[config.mk]
export PLATFORM = sky130hd
export DESIGN_NAME = apb_master_ctrl
export DESIGN_NICKNAME = d
export VERILOG_FILES = /design/src/rtl/apb_master_ctrl_pkg.sv /design/src/rtl/apb_timeout_cnt.sv /design/src/rtl/apb_master_ctrl.sv
export SDC_FILE = /design/constraint.sdc
export NUM_CORES = 1
export LEC_CHECK = 0
export ABC_AREA = 1
export ABC_CLOCK_PERIOD_IN_PS = 1780
export BUFFER_PORTS_ARGS = -buffer_cell sky130_fd_sc_hd__buf_2
export CAP_MARGIN = 10
export CORE_ASPECT_RATIO = 1.4
export CORE_MARGIN = 8
export CORE_UTILIZATION = 41
export DETAILED_ROUTE_END_ITERATION = 10
export HOLD_SLACK_MARGIN = 0.05
export PLACE_DENSITY_LB_ADDON = 0.25
export SYNTH_ARGS = -nofsm -noshare
export SYNTH_HDL_FRONTEND = slang
export SYNTH_SLANG_ARGS = --single-unit
[constraint.sdc]
create_clock -name hclk -period 1.78 [get_ports hclk]
set_clock_uncertainty 0.15 [all_clocks]
set_input_delay 0.178 -clock hclk [delete_from_list [all_inputs] [get_ports hclk]]
set_output_delay 0.178 -clock hclk [all_outputs]
set_load 0.01 [all_outputs]
[src/rtl/apb_master_ctrl_pkg.sv]
// Shared types and constants for the AHB-to-APB master controller.
//   state_e      : controller FSM states
//   HRESP_OKAY / HRESP_ERROR : AHB response encodings driven on hresp
package apb_master_ctrl_pkg;

  typedef enum logic [2:0] {
    IDLE,
    WWAIT,
    SETUP,
    ACCESS,
    ERR1,
    ERR2
  } state_e;

  localparam logic HRESP_OKAY  = 1'b0;
  localparam logic HRESP_ERROR = 1'b1;

endpackage

[src/rtl/apb_timeout_cnt.sv]
// Watchdog for the APB ACCESS phase: counts consecutive ACCESS cycles
// with pready low and flags the cycle in which the TIMEOUT-th such cycle
// occurs. Built into the top only when APB_TIMEOUT_EN is defined.
// Ports:
//   clk, rst    : clock, synchronous active-high reset
//   in_access   : controller is in ACCESS this cycle
//   pready      : APB ready from the selected slave
//   expired     : this is the TIMEOUT-th consecutive wait cycle
module apb_timeout_cnt #(
  parameter int unsigned TIMEOUT = 16
) (
  input  logic clk,
  input  logic rst,
  input  logic in_access,
  input  logic pready,
  output logic expired
);

  localparam int unsigned CNT_W = (TIMEOUT > 1) ? $clog2(TIMEOUT) : 1;

  logic [CNT_W-1:0] cnt_q, cnt_d;

  always_comb begin
    expired = in_access && !pready && (cnt_q == CNT_W'(TIMEOUT - 1));
    cnt_d   = cnt_q;
    if (!in_access || pready) begin
      cnt_d = '0;
    end else if (!expired) begin
      cnt_d = cnt_q + 1'b1;
    end
  end

  always_ff @(posedge clk) begin
    if (rst) begin
      cnt_q <= '0;
    end else begin
      cnt_q <= cnt_d;
    end
  end

endmodule

[src/rtl/apb_master_ctrl.sv]
// AHB-side request to APB master controller. Accepts one transfer at a
// time, runs the APB SETUP/ACCESS sequence on the one-hot selected slave
// and returns data or a two-cycle AHB ERROR response.
// Optional feature: define APB_TIMEOUT_EN to abort ACCESS after TIMEOUT
// consecutive cycles with pready low (reported as an ERROR response).
// Ports:
//   hclk, hreset           : clock, synchronous active-high reset
//   valid, hwrite, haddr   : AHB request, direction, address
//   hwdata                 : write data, one cycle after the address
//   slvsel                 : one-hot slave decode
//   hrdata, hreadyout, hresp : AHB response (hresp 1 = ERROR)
//   paddr, pwdata, pwrite, psel, penable : APB request
//   prdata, pready, pslverr  : APB response
module apb_master_ctrl
  import apb_master_ctrl_pkg::*;
#(
  parameter int unsigned ADDR_W  = 32,
  parameter int unsigned DATA_W  = 32,
  parameter int unsigned NSLV    = 3,
  parameter int unsigned TIMEOUT = 16
) (
  input  logic              hclk,
  input  logic              hreset,
  input  logic              valid,
  input  logic              hwrite,
  input  logic [ADDR_W-1:0] haddr,
  input  logic [DATA_W-1:0] hwdata,
  input  logic [NSLV-1:0]   slvsel,
  output logic [DATA_W-1:0] hrdata,
  output logic              hreadyout,
  output logic              hresp,
  output logic [ADDR_W-1:0] paddr,
  output logic [DATA_W-1:0] pwdata,
  output logic              pwrite,
  output logic [NSLV-1:0]   psel,
  output logic              penable,
  input  logic [DATA_W-1:0] prdata,
  input  logic              pready,
  input  logic              pslverr
);

  state_e            state_q, state_d;
  logic [ADDR_W-1:0] paddr_q, paddr_d;
  logic [DATA_W-1:0] pwdata_q, pwdata_d;
  logic              pwrite_q, pwrite_d;
  logic [NSLV-1:0]   sel_q, sel_d;
  logic              to_expired;

`ifdef APB_TIMEOUT_EN
  apb_timeout_cnt #(
    .TIMEOUT (TIMEOUT)
  ) u_timeout (
    .clk       (hclk),
    .rst       (hreset),
    .in_access (state_q == ACCESS),
    .pready    (pready),
    .expired   (to_expired)
  );
`else
  assign to_expired = 1'b0;
  // TIMEOUT only has meaning when the watchdog is built in.
  if (TIMEOUT == 0) begin : g_timeout_unused
  end
`endif

  always_comb begin
    state_d   = state_q;
    paddr_d   = paddr_q;
    pwdata_d  = pwdata_q;
    pwrite_d  = pwrite_q;
    sel_d     = sel_q;
    hrdata    = '0;
    hreadyout = 1'b0;
    hresp     = HRESP_OKAY;
    psel      = '0;
    penable   = 1'b0;

    unique case (state_q)
      IDLE: begin
        hreadyout = 1'b1;
      end
      WWAIT: begin
        pwdata_d = hwdata;
        state_d  = SETUP;
      end
      SETUP: begin
        psel    = sel_q;
        state_d = ACCESS;
      end
      ACCESS: begin
        psel    = sel_q;
        penable = 1'b1;
        if (pready) begin
          if (pslverr) begin
            state_d = ERR1;
          end else begin
            hreadyout = 1'b1;
            hrdata    = prdata;
            state_d   = IDLE;
          end
        end else if (to_expired) begin
          state_d = ERR1;
        end
      end
      ERR1: begin
        hresp   = HRESP_ERROR;
        state_d = ERR2;
      end
      ERR2: begin
        hresp     = HRESP_ERROR;
        hreadyout = 1'b1;
        state_d   = IDLE;
      end
      default: state_d = IDLE;
    endcase

    // Acceptance overrides the per-state next state, which gives
    // back-to-back transfers out of a completing ACCESS or ERR2.
    if (valid && hreadyout) begin
      paddr_d  = haddr;
      pwrite_d = hwrite;
      sel_d    = slvsel;
      if (!$onehot(slvsel)) begin
        state_d = ERR1;
      end else if (hwrite) begin
        state_d = WWAIT;
      end else begin
        state_d = SETUP;
      end
    end
  end

  always_ff @(posedge hclk) begin
    if (hreset) begin
      state_q  <= IDLE;
      paddr_q  <= '0;
      pwdata_q <= '0;
      pwrite_q <= 1'b0;
      sel_q    <= '0;
    end else begin
      state_q  <= state_d;
      paddr_q  <= paddr_d;
      pwdata_q <= pwdata_d;
      pwrite_q <= pwrite_d;
      sel_q    <= sel_d;
    end
  end

  assign paddr  = paddr_q;
  assign pwdata = pwdata_q;
  assign pwrite = pwrite_q;

endmodule

==> results.ini <==
[route]
vias_per_cell=4.46
drt-wirelength-per-cell_um=13.8
dr.first_iter.drc_count=179
drtAntennaViolNets=0
drt_drc_violations_left=0
detailroute.via_count=3552
detailedRoute.firstPassIterationCount=4
wl_mm=11.0

[synthesis]
synthesis.area_per_instance_um2=7.12
netlist_instances=418
ys_ff_latch=71
post_synth_instance_area_um2=2980
ys_seq_area_share_pct=47.8
yosys.cell_types.count=20
synth_fp_nets=524
synth-warning-count=0

[clock_network]
cts.reportedPaths.clkPinSlew_ps=70
cts-htree-levels=3
clk_path_buf_depth=2
root_buffer=sky130_fd_sc_hd__clkbuf_8
cts.sink_count=71
numCtsBuffers=9
clock_latency_ps=330
tritoncts=built

[floorplanning]
die_ar_um2=10300
placementRows=36
boundaryPins=208
core_area_um2=6980
dieWidth_um=88.0
fp.dieH_um=117
starting_density_of_the_core_pct=42.6

[global_routing]
grt-busiest-layer=met2
grt_pass1_wl_mm=16.4
grt_antenna_before_repair=0
grt_overflow_total=0
grt_use_total_pct=20.1
use_met2_pct=35.5
grt_use_met3_pct=7.34
grt.met1_usage_pct=21.1
grt_start_max_net_pins=65
grt_pass1_vias=3534

[placed_design]
port-buffer-count=207
dp.cells=705
gp_congestion=0.747
dp.final_hpwl_mm=7.00

[worst_setup_path]
cp.arrival_ps=1440
critPathLaunchType=flop
crit_path_end_kind=output port
worstPathMaxFanout=8
crit_type=reg -> out
worstRegToRegCells=8
crit_required_ps=1450

[worst_hold_path]
worstHoldPathCells=6
type_of_the_worst_min_delay_path=in -> reg

[run_status]
outcome=complete, no violations

[pwr]
seqPwrFrac_pct=40.2
internal_power_mw=3.53
swShare_pct=35.6
p_total_mw=5.48
pwr-share-comb_pct=36.4
peakVddDrop_mv=0.834
pwr-share-clk_pct=23.4
power_density_nw_per_um2=1050
p_sw_mw=1.95
cellLeakagePower_nw=2.76

[cells_and_area]
n_antenna_cell=0
syn_to_layout_area_delta_pct=74.8
fraction_of_layout_instances_using_a_drive_strength_above_1_pct=39.5
nets=803
finalNonFillerCells=796
filler_cell_count=516

[sta]
final.setup.tns_ps=0
worst_pin_slew_ps=311
timing.fmax_mhz=564
setup_violations=0
slew_viol_final=0
layout_worst_path_cycle_share_pct=99.6
grt_setup_unrepaired=true
max-slew-margin-rel_pct=79.3
finalCriticalPeriod_ps=1770
finalHoldWorstSlack_ps=122
final_hold_viol_count=0

[job]
max_cap_viol_count=0

==> power by group through the flow <==
stage | registers (mW) | logic [mW] | clock network, mW
6_report | 2.21 | 1.99 | 1.28
3_5_place_dp | 2.21 | 1.81 | 0
3_3_place_gp | 2.21 | 1.75 | 0
2_1_floorplan | 2.40 | 0.940 | 0
4_1_cts | 2.19 | 1.93 | 1.32
5_1_grt | 2.25 | 2.23 | 1.39
==> per-stage QoR <==
step / worst slack, ps / utilization [%] / cell area [µm²]
2_1_floorplan: 193 / - / 2980
3_3_place_gp: 196 / 58.3 / 4070
3_5_place_dp: 90.5 / 58.3 / 4070
4_1_cts: 8.88 / 71.5 / 4990
5_1_grt: -65.3 / 74.5 / 5200
6_report: 7.17 / 74.5 / 5200
==> worst max-delay path, stage by stage (launching register included) <==
cell and delay [ps]:
sky130_fd_sc_hd__dfxtp_4 380, sky130_fd_sc_hd__nand2_4 60, sky130_fd_sc_hd__nor2_4 140, sky130_fd_sc_hd__nand2_4 120, sky130_fd_sc_hd__clkbuf_16 190, sky130_fd_sc_hd__nor2_2 80, sky130_fd_sc_hd__buf_2 140
==> routing by layer <==
metal | part of all wire, % | vias to the layer above | routed length [µm]
li1 | - | 1828 | -
met1 | 38 | 1558 | 4150
met2 | 51 | 148 | 5620
met3 | 8.7 | 18 | 951
met4 | 2.1 | 0 | 233
met5 | 0 | - | 0
==> flip-flops by register name, summed over array words and instances (netlist names) <==
name,flops
sel_q,3
pwrite,1
paddr,32
state_q,3
pwdata,32
==> cell families after synthesis <==
logic type	share of synthesized area (%)
DFF	47.8
and+or+nand+nor	19.0
AOI/OAI and AO/OA	17.3
buffers and inverters	15.2
adders and majority gates	0.673
==> final cells by class <==
cell class / count / area, µm² / share of cell area, %
Tap cell: 95 / 119 / 2.29
Inverter: 82 / 308 / 5.92
Clock inverter: 5 / 57.6 / 1.11
Sequential cell: 71 / 1430 / 27.5
Multi-Input combinational cell: 241 / 1200 / 23.1
Timing Repair Buffer: 292 / 1950 / 37.4
Clock buffer: 10 / 138 / 2.65
==> cell usage after synthesis (all sizes together) <==
cell type    n  area, µm²
dfxtp       71       1420
clkbuf      15       56.3
nand2       15       73.8
buf          9       87.6
fa           1       20.0
o21ai       69        345
inv         82        308
a21oi       34        170
nand4        2       12.5
nor2       114        438
nand3        6       42.5
==> path summary, 6_finish.rpt <==
check                                             start                 endpoint  slack (ps)
worst max-delay path            state_q[1]$_SDFFE_PP0P_               hrdata[10]           7
worst min-delay path                             pready  state_q[1]$_SDFFE_PP0P_         120
worst max register to register  state_q[1]$_SDFFE_PP0P_    paddr[3]$_SDFFE_PP0P_         120
worst min register to register   pwdata[5]$_SDFFE_PP0P_   pwdata[5]$_SDFFE_PP0P_         290
==> layout by cell type, fill, tap and decap left out, types with 12 or more instances in the layout <==
cell type	Yosys	routed
sky130_fd_sc_hd__buf_2	1	202
sky130_fd_sc_hd__nor2_1	112	86
sky130_fd_sc_hd__inv_1	80	77
sky130_fd_sc_hd__dlygate4sd3_1	0	71
sky130_fd_sc_hd__dfxtp_1	71	68
sky130_fd_sc_hd__o21ai_0	55	55
sky130_fd_sc_hd__a21oi_1	34	34
sky130_fd_sc_hd__nor2_2	1	24
sky130_fd_sc_hd__o21ai_1	14	14
sky130_fd_sc_hd__nand2_1	12	12
==> what timing repair did <==
| action | 4_1_cts | 5_1_grt |
|---|---|---|
| hold endpoints to repair | 70 | 0 |
| gates cloned | 0 | 3 |
| pin swaps | 0 | 4 |
| gates resized for setup | 5 | 42 |
| setup buffers | 0 | 3 |
| hold buffers | 71 | 0 |
| setup endpoints to repair | 32 | 55 |
(Power assumes the default switching activity.)
